===== src/rtl/mapache64_pkg.sv =====
// Shared mapache64 constants: game screen size, VGA 640x480@60 raster timing
// and small helpers for mapping raster positions onto the 2x-scaled game window.
package mapache64_pkg;

    typedef logic [9:0] hcount_t;
    typedef logic [9:0] vcount_t;

    localparam logic [9:0] SCREEN_W  = 10'd256;
    localparam logic [9:0] SCREEN_H  = 10'd240;

    localparam logic [9:0] H_VISIBLE = 10'd640;
    localparam logic [9:0] H_FRONT   = 10'd16;
    localparam logic [9:0] H_SYNC    = 10'd96;
    localparam logic [9:0] H_BACK    = 10'd48;
    localparam logic [9:0] V_VISIBLE = 10'd480;
    localparam logic [9:0] V_FRONT   = 10'd10;
    localparam logic [9:0] V_SYNC    = 10'd2;
    localparam logic [9:0] V_BACK    = 10'd33;

    localparam logic [9:0] H_TOTAL      = H_VISIBLE + H_FRONT + H_SYNC + H_BACK;
    localparam logic [9:0] V_TOTAL      = V_VISIBLE + V_FRONT + V_SYNC + V_BACK;
    localparam logic [9:0] H_SYNC_START = H_VISIBLE + H_FRONT;
    localparam logic [9:0] H_SYNC_END   = H_SYNC_START + H_SYNC - 10'd1;
    localparam logic [9:0] V_SYNC_START = V_VISIBLE + V_FRONT;
    localparam logic [9:0] V_SYNC_END   = V_SYNC_START + V_SYNC - 10'd1;

    // Game pixels are doubled, so the 512-wide window leaves equal side borders.
    localparam logic [9:0] H_BORDER  = (H_VISIBLE - (SCREEN_W << 1)) >> 1;
    localparam logic [9:0] WIN_X_END = H_BORDER + (SCREEN_W << 1) - 10'd1;
    localparam logic [9:0] V_WIN_END = (SCREEN_H << 1) - 10'd1;

    typedef struct packed {
        logic hsync_n;
        logic vsync_n;
        logic visible;
    } sync_t;

    localparam sync_t SYNC_IDLE = '{hsync_n: 1'b1, vsync_n: 1'b1, visible: 1'b0};

    function automatic logic in_window(input hcount_t h, input vcount_t v);
        return (h >= H_BORDER) && (h <= WIN_X_END) && (v <= V_WIN_END);
    endfunction

    function automatic logic [7:0] game_x(input hcount_t h);
        hcount_t offs;
        offs = h - H_BORDER;
        return offs[8:1];
    endfunction

endpackage


===== src/rtl/video_delay.sv =====
// Reset-initialised shift register of configurable width and depth; depth 0
// degenerates to a plain wire.
module video_delay #(
    parameter int               WIDTH     = 1,
    parameter int               DEPTH     = 1,
    parameter logic [WIDTH-1:0] RESET_VAL = '0
) (
    input  logic             clk_i,
    input  logic             rst_ni,
    input  logic [WIDTH-1:0] data_i,
    output logic [WIDTH-1:0] data_o
);

    generate
        if (DEPTH == 0) begin : g_wire
            logic unused_clk_rst_s;
            assign unused_clk_rst_s = clk_i ^ rst_ni;
            assign data_o           = data_i;
        end else begin : g_pipe
            logic [WIDTH-1:0] stage_q [DEPTH];

            // Every stage resets to the idle value so nothing active leaks out after reset.
            always_ff @(posedge clk_i or negedge rst_ni) begin
                if (!rst_ni) begin
                    for (int i = 0; i < DEPTH; i++) begin
                        stage_q[i] <= RESET_VAL;
                    end
                end else begin
                    stage_q[0] <= data_i;
                    for (int i = 1; i < DEPTH; i++) begin
                        stage_q[i] <= stage_q[i-1];
                    end
                end
            end

            assign data_o = stage_q[DEPTH-1];
        end
    endgenerate

endmodule


===== src/rtl/video_timing.sv =====
// VGA 800x525 raster generator that maps a 256x240 game screen, doubled in
// both axes, into the centre of the 640x480 visible area.
module video_timing
    import mapache64_pkg::*;
#(
    parameter int PIPE_DELAY = 1
) (
    input  logic       gpu_clk,
    input  logic       rst_n,
    output logic [7:0] current_x_o,
    output logic [7:0] current_y_o,
    output logic       visible_o,
    output logic       hsync_o,
    output logic       vsync_o,
    output logic       vblank_o,
    output logic       vblank_irq_o
);

    hcount_t    h_q, h_d;
    vcount_t    v_q, v_d;
    logic [7:0] x_q, x_d;
    logic [7:0] y_q, y_d;
    logic       vblank_q, vblank_d;
    logic       irq_q, irq_d;
    sync_t      sync_q, sync_d;
    sync_t      sync_dly_s;

    // Raster counter next state: h wraps every line, v advances only on that wrap.
    always_comb begin
        h_d = h_q;
        v_d = v_q;
        if (h_q == H_TOTAL - 10'd1) begin
            h_d = 10'd0;
            if (v_q == V_TOTAL - 10'd1) begin
                v_d = 10'd0;
            end else begin
                v_d = v_q + 10'd1;
            end
        end else begin
            h_d = h_q + 10'd1;
        end
    end

    // Decode the current raster position into next-cycle output values.
    always_comb begin
        x_d      = 8'd0;
        y_d      = 8'd0;
        sync_d   = SYNC_IDLE;
        vblank_d = 1'b0;
        irq_d    = 1'b0;
        if (in_window(h_q, v_q)) begin
            x_d = game_x(h_q);
        end else begin
            x_d = 8'd0;
        end
        if (v_q <= V_WIN_END) begin
            y_d = v_q[8:1];
        end else begin
            y_d = 8'd0;
        end
        sync_d.hsync_n = ~((h_q >= H_SYNC_START) && (h_q <= H_SYNC_END));
        sync_d.vsync_n = ~((v_q >= V_SYNC_START) && (v_q <= V_SYNC_END));
        sync_d.visible = in_window(h_q, v_q);
        vblank_d       = (v_q >= V_VISIBLE);
        irq_d          = (h_q == 10'd0) && (v_q == V_VISIBLE);
    end

    // Counters and first output register stage; reset aborts the frame in progress.
    always_ff @(posedge gpu_clk or negedge rst_n) begin
        if (!rst_n) begin
            h_q      <= 10'd0;
            v_q      <= 10'd0;
            x_q      <= 8'd0;
            y_q      <= 8'd0;
            sync_q   <= SYNC_IDLE;
            vblank_q <= 1'b0;
            irq_q    <= 1'b0;
        end else begin
            h_q      <= h_d;
            v_q      <= v_d;
            x_q      <= x_d;
            y_q      <= y_d;
            sync_q   <= sync_d;
            vblank_q <= vblank_d;
            irq_q    <= irq_d;
        end
    end

    video_delay #(
        .WIDTH    ($bits(sync_t)),
        .DEPTH    (PIPE_DELAY),
        .RESET_VAL(SYNC_IDLE)
    ) u_sync_delay (
        .clk_i (gpu_clk),
        .rst_ni(rst_n),
        .data_i(sync_q),
        .data_o(sync_dly_s)
    );

    assign current_x_o  = x_q;
    assign current_y_o  = y_q;
    assign visible_o    = sync_dly_s.visible;
    assign hsync_o      = sync_dly_s.hsync_n;
    assign vsync_o      = sync_dly_s.vsync_n;
    assign vblank_o     = vblank_q;
    assign vblank_irq_o = irq_q;

endmodule

===== config.mk =====
export PLATFORM = sky130hd
export DESIGN_NAME = video_timing
export DESIGN_NICKNAME = d
export VERILOG_FILES = /design/src/rtl/mapache64_pkg.sv /design/src/rtl/video_delay.sv /design/src/rtl/video_timing.sv
export SDC_FILE = /design/constraint.sdc
export NUM_CORES = 1
export LEC_CHECK = 0
export ABC_CLOCK_PERIOD_IN_PS = 2050
export BUFFER_PORTS_ARGS = -buffer_cell sky130_fd_sc_hd__clkbuf_2
export CORE_MARGIN = 3
export CORE_UTILIZATION = 40
export CTS_CLUSTER_DIAMETER = 120
export DETAILED_ROUTE_END_ITERATION = 10
export HOLD_SLACK_MARGIN = 0.03
export SLEW_MARGIN = 10
export SYNTH_ARGS = -nofsm -noshare
export SYNTH_HDL_FRONTEND = slang
export SYNTH_HIERARCHICAL = 1
export SYNTH_SLANG_ARGS = --single-unit

===== constraint.sdc =====
create_clock -name gpu_clk -period 2.05 [get_ports gpu_clk]
set_input_delay 0 -clock gpu_clk [delete_from_list [all_inputs] [get_ports gpu_clk]]
set_output_delay 0 -clock gpu_clk [all_outputs]
set_load 0.01 [all_outputs]

After elaboration in Yosys (flattened, before gate mapping)
Cells that the tools add are included.
W data, S select, Z words.
- bitwise logic cells: 2
- $add $sub $neg: 3
- reductions and logical operators: 6
- muxes and demuxes: 4
- equal/unequal tests: 3
- magnitude comparators: 8
- operators with widths (kind ; count):
    $add A10 B1 Y10 const B ; 2
    $eq A10 B10 Y1 const B ; 2
    $ge A10 B9 Y1 const B ; 2
    $le A10 B10 Y1 const B ; 2
    $le A10 B9 Y1 const B ; 2
    $mux W10 ; 2
    $mux W8 ; 2
    $eq A10 B9 Y1 const B ; 1
    $ge A10 B10 Y1 const B ; 1
    $ge A10 B7 Y1 const B ; 1
    $logic_not A10 Y1 ; 1
    $sub A9 B7 Y9 const B ; 1
    $logic_and A1 B1 Y1 ; 5
    $not A1 Y1 ; 2
- logic and storage cells: 36
- register bits: 44
- output and inout bits: 21

Logic depth before layout (Yosys ltp)
Gate-level depths: netlist of run 1.
- word-level depth: 4
- gate-level depth with buffers: 8
- gate-level depth less buffers: 6

Modules after synthesis
Netlist of run 1, hierarchy kept.
- modules (own cells, without submodules) (module ; area an instance (um^2) ; sequential area each (um^2) ; times used ; cells an instance):
    video_timing ; 1885.6 ; 1028.5 ; 1 ; 172
    video_delay ; 77.6 ; 77.6 ; 1 ; 3

Worst setup path before layout of run 1
Ideal clock, no wire load.
- path kind: reg-to-reg
- from: register h_q[7]
- to: register v_q[9]
- buffers on the path: 1
- required time: 1973 ps
- stages on the path, launching flop included: 8
- slack: 328 ps
- arrival time: 1645 ps
- path through: dfrtp_1 inv_1 ha_1 and4b_1 buf_2 nand3_1 or4_1 a21oi_1
- longest elaborated chain between the ends: 1
- ends and longest elaborated chain (what ; RTL line ; source):
    start: declaration ; video_timing.sv:19 ; hcount_t h_q, h_d;
    start signal: assignment ; video_timing.sv:71 ; h_q <= 10'd0;
    start signal: assignment ; video_timing.sv:79 ; h_q <= h_d;
    $eq A10 B10 Y1 ; video_timing.sv:32 ; if (h_q == H_TOTAL - 10'd1) begin
    end signal: assignment ; video_timing.sv:80 ; v_q <= v_d;
    end: declaration ; video_timing.sv:20 ; vcount_t v_q, v_d;
Every way passes these cells.
A chain may end at the register's enable or synchronous reset.

Final worst setup path of run 1
Ends and elaborated chain as after synthesis.

==> results.md, run 1 <==
* Status: finished clean
* Worst IR drop on VDD at 0.271 mV
* Via count of the first global-routing pass at 1295
* Worst setup margin at 0.148 ns
* Initial antenna violation count at 0
* Wirelength per Cell at between 10 and 15 µm
* Sequential fraction of the synthesis area at around 56%
* Mapped Cells at 175
* Clock period minus worst slack at ~1.9 ns
* Fin. Hold Viols at 0
* CP required at 2.28 ns
* Maximum buffer depth of the clock tree at 2
* Core outline area at 4530 µm²
* HPWL Detailed at 2.52 mm
* Worst reg2reg endpoint: v_q[9]
* Worst clock skew at between 0.007 and 0.008 ns
* Die width at roughly 76 µm
* Total track usage at 13.2%
* Area of the multi-input gates at ~790 µm²
* Final-stage net count at approximately 210
* First-pass GRT wire length at ~6 mm
* Height of the die at around 76 µm
* P_leak at roughly 0.0011 µW
* CTS Sinks at 44
* Syn_area_per_cell at between 10 and 15 µm²
* Io pins at 23
* Clock Latency Late Sink at slightly below 0.3 ns
* CTS tree: yes
* Worst-margin pin slew at roughly 0.38 ns
* Type of the worst min-delay path: input port to asynchronous set/reset pin
* Routed WL at around 3.5 mm
* DRC violations left at 0
* Port buffer count at 22
* Slew Limit Headroom at approximately 75%
* Area of the die at 5780 µm²
* Setup crit end kind: flop
* Peak fanout along the critical path at 9
* Reg area at 1110 µm²
* Maximum operating frequency at 526 MHz
* Gpl congestion at roughly 0.79
* DR vias/cell at approximately 4.8
* Worst R2R Setup Slack at about 0.15 ns
* Clock transition at path regs at approximately 0.080 ns
* Adder-Cell Fraction of Synth Area at 6.37%
* DRT iter0 DRCs at 97
* Startpoint type of the worst setup path: flop
* Initial Util at a little over two fifths
* Netlist Area Pre-Place at approximately 2000 µm²
* Max Transition Viols Final at 0
* Crit Reg-Reg Startpoint: h_q[7]
* Global-route congestion overflow total at 0
* Fill cells at 400
* Fin crit share at between 90% and 100%
* Share of cells above drive strength 1 at 23.8%
* Max cap viols at 0
* Finish-stage setup viols at 0
* Crit path DAT at about 2.1 ns
* Post-route ant nets at 0
* Largest family of logic cells by synthesized area: simple AND/OR/NAND/NOR gates
* XOR/XNOR share of the synthesized area at 5.35%
* Unique masters post-synth at 39
* Diodes inserted at 0
* RSZ-0062 raised after global routing: no
* Clk root buf: clkbuf_8
* Crit path kind: flop to flop
* Area fraction in compound gates after synthesis at under 10%
* Num CTS Buffers at 5
* Via count at roughly 1300
* Area delta synth->final at 16.8%
* Setup TNS at 0 ns
* Post-synthesis simple-gate area fraction at ~22%
* Syn nets at 187
* TritonRoute pass-1 iters at 4
* Rows at 24
* Ys Warns at 6
* R2r worst-path depth at 6
* Place WS at approximately 0.12 ns
* FF+latch count, synth at 44
* Largest net degree at the start of global routing at 23
* Cell Pwr Density at 724 nW/µm²
* H-tree levels at 2
* Mux cell area share after synthesis at 0%
[routing by layer]
layer / GRT usage (%) / wire [µm] / vias up
met4: 7.07 / 74 / 0
met3: 2.60 / 115 / 7
li1: - / - / 645
met5: 0 / 0 / -
met1: 17.7 / 1690 / 616
met2: 20.4 / 1580 / 26
[critical path, cell delays in order, from the launching register on]
cell,delay (ns)
dfrtp_1,0.41
inv_1,0.18
ha_1,0.23
and4b_2,0.35
nand3_1,0.12
or4_1,0.41
a21oi_1,0.15
[power breakdown]
group | total [µW] | leakage (µW) | switching, µW | internal, µW
combinational | 22.1 | 0.000470 | 16.3 | 5.73
sequential | 867 | 0.000587 | 0 | 867
clock | 770 | 0.0000654 | 283 | 487
total | 1660 | 0.00112 | 300 | 1360
[registers in the layout, indices dropped and copies added (netlist names)]
signal	cells
current_x_o	8
current_y_o	8
h_q	10
sync_q	3
u_sync_delay/data_o	3
v_q	10
vblank_irq_o	1
vblank_o	1
[how the worst max path moves through the flow]
stage	to	startpoint
after floorplan	v_q[9]	h_q[7]
after global placement	v_q[9]	h_q[6]
after detailed placement	v_q[9]	h_q[7]
after CTS	v_q[9]	h_q[7]
after global routing	v_q[9]	h_q[7]
final	v_q[9]	h_q[7]
[cell families (layout without fill, tap and decap cells)]
kind of cell	count (synthesis)	in the layout
AND/OR/NAND/NOR	75	75
XOR/XNOR	12	12
adder cells (fa/ha/maj)	10	10
buffers and inverters	16	43
AO/OA/AOI/OAI	18	18
flip-flops	44	44
[cell usage in the layout (no fill, tap or decap), types with 2 or more instances in the layout]
cell type	instances
a21oi_1	2
a31oi_1	2
and2_1	10
and2_2	6
and3_1	2
buf_4	3
bufinv_16	2
clkbuf_2	22
clkbuf_8	5
dfrtp_1	40
dfstp_2	4
dlygate4sd3_1	2
ha_1	10
inv_1	7
nand2_1	9
nand2b_1	3
nand3_1	9
nand4_1	7
nor2_1	15
nor3_1	2
o21ai_0	8
o31ai_1	2
xnor2_1	5
xor2_1	7
[cells in the mapped netlist, drive strengths merged]
cell	count	area, µm²
o311a	1	10.0
nand2b	3	18.8
nand3b	1	7.51
xnor2	5	43.8
o31ai	2	15.0
nand3	10	55.1
a311oi	1	26.3
ha	10	125
a21oi	2	10.0
inv	8	30.0
buf	6	31.3
nand2	9	33.8
nor2b	1	6.26
or3	1	6.26
nor4b	1	8.76
and2b	1	8.76
nor4	1	6.26
o21ai	8	40.0
and4	1	10.0
nor3	2	10.0
and3	2	12.5
and2	16	108
dfrtp	40	1000
clkbuf	2	7.51
o211ai	1	7.51
a31oi	2	12.5
nand4	7	43.8
xor2	7	61.3
and4b	2	20.0
or4	1	7.51
a21boi	1	7.51
dfstp	4	105
nor4bb	1	10.0
nor2	15	56.3
[final cells by class]
| type | count | share of cell area [%] |
|---|---|---|
| timing repair buffer | 27 | 6.66 |
| tap | 65 | 3.55 |
| clock buffer | 6 | 3.17 |
| clock inverter | 2 | 2.62 |
| inverter | 8 | 1.31 |
| sequential | 44 | 48.3 |
| multi-input combinational | 115 | 34.4 |
[repair_timing]
item,CTS,global route
buffers inserted,0,0
hold buffers,2,0
setup endpoints to repair,0,1
hold endpoints to repair,44,0
gates resized for setup,0,1
[metrics by stage]
step           power, µW  hold slack [ns]  util [%]  instances  instance area [µm²]
6_report            1660            0.231      50.6        267                 2290
5_1_grt             1710            0.270      50.6        267                 2290
4_1_cts             1680            0.231      50.5        267                 2290
3_5_place_dp         905           -0.208      47.2        257                 2140
3_3_place_gp         905           -0.210      47.2        257                 2140
2_1_floorplan        885           -0.296         -        175                 1960
Note: power is estimated with default switching activity, not from simulation.
==> run 2: changes to the inputs <==
--- a/config.mk
+++ b/config.mk
@@ -5,7 +5,7 @@
 export SDC_FILE = /design/constraint.sdc
 export NUM_CORES = 1
 export LEC_CHECK = 0
-export ABC_CLOCK_PERIOD_IN_PS = 2050
+export ABC_CLOCK_PERIOD_IN_PS = 2500
 export BUFFER_PORTS_ARGS = -buffer_cell sky130_fd_sc_hd__clkbuf_2
 export CORE_MARGIN = 3
 export CORE_UTILIZATION = 40
==> constraint.sdc (replaced) <==
create_clock -name gpu_clk -period 2.5 [get_ports gpu_clk]
set_input_delay 0 -clock gpu_clk [delete_from_list [all_inputs] [get_ports gpu_clk]]
set_output_delay 0 -clock gpu_clk [all_outputs]
set_load 0.01 [all_outputs]
==> run 2 against run 1 <==
Net effect:
- global-route usage is 0.28 points higher
- register-to-register slack better by 0.36 ns
- setup slack improved by 0.36 ns
- power is 32% lower
- clock-buffer cell count unchanged
- die area unchanged
- sequential share of layout area grew 1.9 points
- sequential cell count did not move
- critical path depth is the same
- clock skew decreased by 0.0018 ns
==> results.md, run 2 (synthesized netlist as in run 1, its figures left out) <==
* Status: finished clean
* Clock period minus worst slack at 2.00 ns
* Initial antenna violation count at 0
* Slew Limit Headroom at 31.5%
* Net Sw Frac at 20.0%
* Total track usage at between 10% and 20%
* Cell Chain, Critical Path: inv_1 -> ha_1 -> and4b_1 -> nand3_1 -> or4_1 -> a21oi_1
* Share of cells above drive strength 1 at between 20 and 25%
* HPWL Detailed at 2.57 mm
* Worst IR drop on VDD at roughly 0.19 mV
* Max Transition Viols Final at 0
* Area delta synth->final at 12.2%
* CP peak stage delay at ~0.42 ns
* CTS Sinks at between 40 and 50
* Area of the die at 5780 µm²
* DRT iter0 DRCs at 75
* H-tree levels at 2
* Routed WL at about 3.4 mm
* Wirelength per Cell at ~13 µm
* Clock power share at a little over a third
* Port buffer count at 22
* Die width at between 70 and 80 µm
* P_leak at 0.00108 µW
* Io pins at 23
* Placed Instance Area at between 2000 and 2500 µm²
* Fin crit share at between 70 and 80%
* Internal power at about 900 µW
* Crit path kind: flop to flop
* Gpl congestion at 0.845
* P_sw at ~230 µW
* Fin. Hold Viols at 0
* Final-stage net count at ~210
* Max cap viols at 0
* Resized Gates After CTS at 0
* DRC violations left at 0
* TritonRoute pass-1 iters at 4
* Met1 Track Usage GR at ~17%
* GRT Max-Usage Layer: met2
* Worst clock skew at ~0.0054 ns
* Biggest regs: h_q: 10 flops, v_q: 10 flops
* Design area at approximately 2200 µm²
* Maximum operating frequency at 501 MHz
* Setup crit end kind: flop
* Via count of the first global-routing pass at roughly 1300
* Met2 GRT Util at around 22%
* Maximum buffer depth of the clock tree at 2
* Clock Latency Late Sink at slightly below 0.3 ns
* Peak fanout along the critical path at 9
* Rows at 24
* Largest net degree at the start of global routing at 45
* First-pass GRT wire length at around 6.2 mm
* Clock transition at path regs at roughly 0.07 ns
* Global-route congestion overflow total at 0
* Post-route ant nets at 0
* Initial Util at a little over two fifths
* Met3 GRT Util at 4.73%
* Final hold slack at ~0.36 ns
* DR vias/cell at approximately 5.0
* Diodes inserted at 0
* Setup TNS at 0 ns
* Commonest non-fill, non-tap cells in the layout: dfrtp_1, clkbuf_2, nor2_1
* Clk root buf: clkbuf_8
* Via count at approximately 1300
* CTS tree: yes
* Height of the die at between 70 and 80 µm
* Sequential Power Share at a little over three fifths
* Num CTS Buffers at 5
* Type of the worst min-delay path: flop to flop
* Slowest cell on crit path: or4_1
* Gate power share at roughly 1.3%
* Commonest non-fill, non-tap cell in the layout: dfrtp_1
* CP required at 2.72 ns
* Core outline area at about 4500 µm²
* Startpoint type of the worst setup path: flop
* Cell Pwr Density at a little over 500 nW/µm²
* Worst-margin pin slew at a little over 1 ns
* Finish-stage setup viols at 0
* RSZ-0062 raised after global routing: no
* Crit path DAT at between 2 and 2.5 ns
[run 2: cell type report]
| cell class | instances | area [µm²] |
|---|---|---|
| sequential | 44 | 1110 |
| clock inverter | 1 | 5.00 |
| inverter | 8 | 30.0 |
| timing repair buffer | 23 | 120 |
| tap | 65 | 81.3 |
| fill | 431 | 2330 |
| clock buffer | 6 | 72.6 |
| multi-input combinational | 115 | 788 |
[run 2: final timing paths]
path,from,to,slack (ns),cells past startpoint
hold reg to reg,sync_q[2],u_sync_delay/data_o[2],0.36,0
hold / removal,sync_q[2],u_sync_delay/data_o[2],0.36,0
setup / recovery,h_q[7],v_q[9],0.50,6
setup reg to reg,h_q[7],v_q[9],0.50,6
min in group asynchronous,rst_n,current_x_o[6],0.42,2
max in group asynchronous,rst_n,v_q[6],1.46,2
[run 2: what timing repair did]
action                    in CTS  in global routing
hold endpoints to repair      40                  0
setup buffers                  0                  0
hold buffers                   1                  0
[run 2: per-layer routing]
| metal | up-vias | share of wire (%) |
|---|---|---|
| met4 | 0 | 1.5 |
| met5 | - | 0 |
| met1 | 655 | 46 |
| li1 | 634 | - |
| met3 | 5 | 4.9 |
| met2 | 29 | 47 |
[run 2: critical path, delay by kind of cell (launching register included)]
| family | cells | cell delay (ns) |
|---|---|---|
| compound gates | 1 | 0.15 |
| fa+ha+maj | 1 | 0.23 |
| buf+inv | 1 | 0.19 |
| flops | 1 | 0.41 |
| simple gates | 3 | 0.94 |
[run 2: power groups by stage]
stage / clock [µW] / sequential [µW] / combinational [µW]
6_report: 403 / 712 / 14.2
5_1_grt: 454 / 711 / 17.6
4_1_cts: 424 / 711 / 15.7
3_5_place_dp: 0 / 725 / 14.5
3_3_place_gp: 0 / 725 / 14.0
2_1_floorplan: 0 / 725 / 0.000375
[run 2: stage by stage]
| stage | instances | total power [µW] | setup slack, ns | util (%) |
|---|---|---|---|---|
| 6_report | 262 | 1130 | 0.505 | 48.6 |
| 5_1_grt | 262 | 1180 | 0.372 | 48.6 |
| 4_1_cts | 262 | 1150 | 0.532 | 48.6 |
| 3_5_place_dp | 254 | 740 | 0.557 | 46.7 |
| 3_3_place_gp | 254 | 739 | 0.662 | 46.7 |
| 2_1_floorplan | 175 | 725 | 0.778 | - |
==> run 3: changes to the inputs <==
--- a/config.mk
+++ b/config.mk
@@ -5,7 +5,7 @@
 export SDC_FILE = /design/constraint.sdc
 export NUM_CORES = 1
 export LEC_CHECK = 0
-export ABC_CLOCK_PERIOD_IN_PS = 2500
+export ABC_CLOCK_PERIOD_IN_PS = 1800
 export BUFFER_PORTS_ARGS = -buffer_cell sky130_fd_sc_hd__clkbuf_2
 export CORE_MARGIN = 3
 export CORE_UTILIZATION = 40
==> constraint.sdc (replaced) <==
create_clock -name gpu_clk -period 1.8 [get_ports gpu_clk]
set_input_delay 0 -clock gpu_clk [delete_from_list [all_inputs] [get_ports gpu_clk]]
set_output_delay 0 -clock gpu_clk [all_outputs]
set_load 0.01 [all_outputs]
==> run 3 against run 2 <==
Net effect:
- register-to-register slack got worse by 0.43 ns
- clock-buffer cell count unchanged
- clock power increased by 81%
- highest routed layer unchanged
- non-clock buffer count increased by 14
- first-iteration DRC count increased by 17%
- global-route usage increased by 0.21 points
- clock skew decreased by 0.0017 ns
- final area increased by 7.2%
- setup slack got worse by 0.43 ns
- sequential share of layout area decreased by 3.4 points
- sequential power increased by 39%
==> results.md, run 3 (synthesized netlist as in run 1, its figures left out) <==
* Crit path DAT at 1.94 ns
* DRT iter0 DRCs at 88
* CP required at 2.02 ns
* Area delta synth->final at 20.3%
* HPWL Detailed at approximately 2.7 mm
* Status: finished clean
* Place WS at 0.0289 ns
* Final cell count without fillers at between 200 and 300
* Worst clock skew at between 0.003 and 0.004 ns
* Clock Latency Late Sink at approximately 0.29 ns
* Crit path kind: flop to flop
* Via count at roughly 1300
* Placed Instance Area at ~2200 µm²
* Final hold slack at ~0.14 ns
* Cell Pwr Density at between 700 and 800 nW/µm²
* Setup crit end kind: flop
* Routed WL at 3.74 mm
* Num CTS Buffers at 5
* Setup TNS at 0 ns
* Largest net degree at the start of global routing at 19
* Core outline area at roughly 4500 µm²
* DR vias/cell at just under 5
* Clock period minus worst slack at between 1.5 and 2 ns
* Fin. Hold Viols at 0
* Slowest cell on crit path: dfrtp_1
* Maximum buffer depth of the clock tree at 2
* Fill cells at about 400
* Port buffer count at 22
* CTS Sinks at 44
* Area of the die at 5780 µm²
* Commonest non-fill, non-tap cell in the layout: dfrtp_1
* Wirelength per Cell at 13.4 µm
* Worst IR drop on VDD at 0.277 mV
* Diodes inserted at 0
* Design area at 2360 µm²
* Maximum operating frequency at just under 600 MHz
* Worst-margin pin slew at around 0.45 ns
* Peak fanout along the critical path at 6
* Buf/Inv on CP at 1
* Gpl congestion at roughly 0.85
* P_leak at between 0.001 and 0.0015 µW
* Via count of the first global-routing pass at about 1300
* Fin crit share at 96.0%
* RSZ-0062 raised after global routing: yes
* P_sw at ~330 µW
* Finish-stage setup viols at 0
* Max cap viols at 0
* Post-route ant nets at 0
* H-tree levels at 2
* Delay-heaviest family, CP: simple AND/OR/NAND/NOR gates
* First-pass GRT wire length at 6.36 mm
* Global-route congestion overflow total at 0
* DRC violations left at 0
* Total track usage at 13.7%
* Height of the die at roughly 76 µm
* Gate power share at under 10%
* CTS tree: yes
* Dpl cells at about 270
* Biggest regs: h_q: 10 flops, v_q: 10 flops
* Cell Chain, Critical Path: inv_1 -> ha_2 -> and4b_2 -> nand3_1 -> or4_1 -> a21oi_1
* Worst setup margin at around 0.073 ns
* Initial antenna violation count at 0
* Final-stage net count at 224
* Die width at 76.1 µm
* Internal power at 1400 µW
* Commonest non-fill, non-tap cells in the layout: dfrtp_1, clkbuf_2, nor2_1
* CP peak stage delay at between 0.4 and 0.5 ns
* Initial Util at 43.3%
* Clock transition at path regs at 0.08 ns
* Net Sw Frac at around a fifth
* Max Transition Viols Final at 0
* Slew Limit Headroom at 69.4%
* Share of cells above drive strength 1 at roughly 29%
* Io pins at 23
* Sequential Power Share at approximately 57%
* Type of the worst min-delay path: input port to asynchronous set/reset pin
* Rows at 24
* Startpoint type of the worst setup path: flop
* Clk root buf: clkbuf_8
* Clock power share at 41.8%
* TritonRoute pass-1 iters at 4
-- run 3: changes by cell type in the layout (fill, tap and decap cells not counted) --
cell and delta:
buf_4 +14, a311oi_2 +1, and4b_1 -1, and4b_2 +1, bufinv_16 +1, ha_1 -1
ha_2 +1, nor3_1 -1, nor3_2 +1
-- run 3: final cells by class --
class / count / area [µm²] / area share [%]
sequential: 44 / 1110 / 46.8
multi-input combinational: 116 / 812 / 34.4
timing repair buffer: 37 / 225 / 9.53
tap: 65 / 81.3 / 3.44
clock buffer: 6 / 72.6 / 3.07
clock inverter: 2 / 35.0 / 1.48
inverter: 8 / 30.0 / 1.27
-- run 3: power groups by stage --
stage / combinational (µW) / clock, µW / sequential [µW]
after floorplan: 0.000375 / 0 / 1010
after global placement: 23.2 / 0 / 1010
after detailed placement: 24.2 / 0 / 1010
after CTS: 25.9 / 749 / 988
after global routing: 28.7 / 793 / 988
final: 24.0 / 728 / 988
-- run 3: repair_timing --
item,4_1_cts,5_1_grt
endpoints found under the setup margin,0,14
hold buffers,1,0
resized for setup,0,3
buffers inserted,0,1
hold endpoints to repair,41,0
-- run 3: through the flow --
| step | utilization (%) | power (µW) |
|---|---|---|
| floorplan | - | 1010 |
| global placement | 48.8 | 1030 |
| detailed placement | 48.8 | 1030 |
| CTS | 51.4 | 1760 |
| global route | 52.1 | 1810 |
| finish | 52.1 | 1740 |
-- run 3: metal layers --
layer  GRT usage [%]  vias up  wire, µm
met5               0        -         0
met4            5.07        0        55
met3            3.55        5       180
met2            20.9       37      1690
met1            18.9      636      1810
li1                -      670         -
-- run 3: worst paths after layout --
check | slack, ns | depth (start not counted) | start | end
setup / recovery | 0.07 | 6 | h_q[7] | v_q[9]
hold / removal | 0.14 | 2 | rst_n | h_q[9]
setup reg to reg | 0.07 | 6 | h_q[7] | v_q[9]
hold reg to reg | 0.35 | 0 | sync_q[0] | u_sync_delay/data_o[0]
max in group asynchronous | 1.06 | 3 | rst_n | u_sync_delay/data_o[2]
min in group gpu_clk | 0.35 | 0 | sync_q[0] | u_sync_delay/data_o[0]
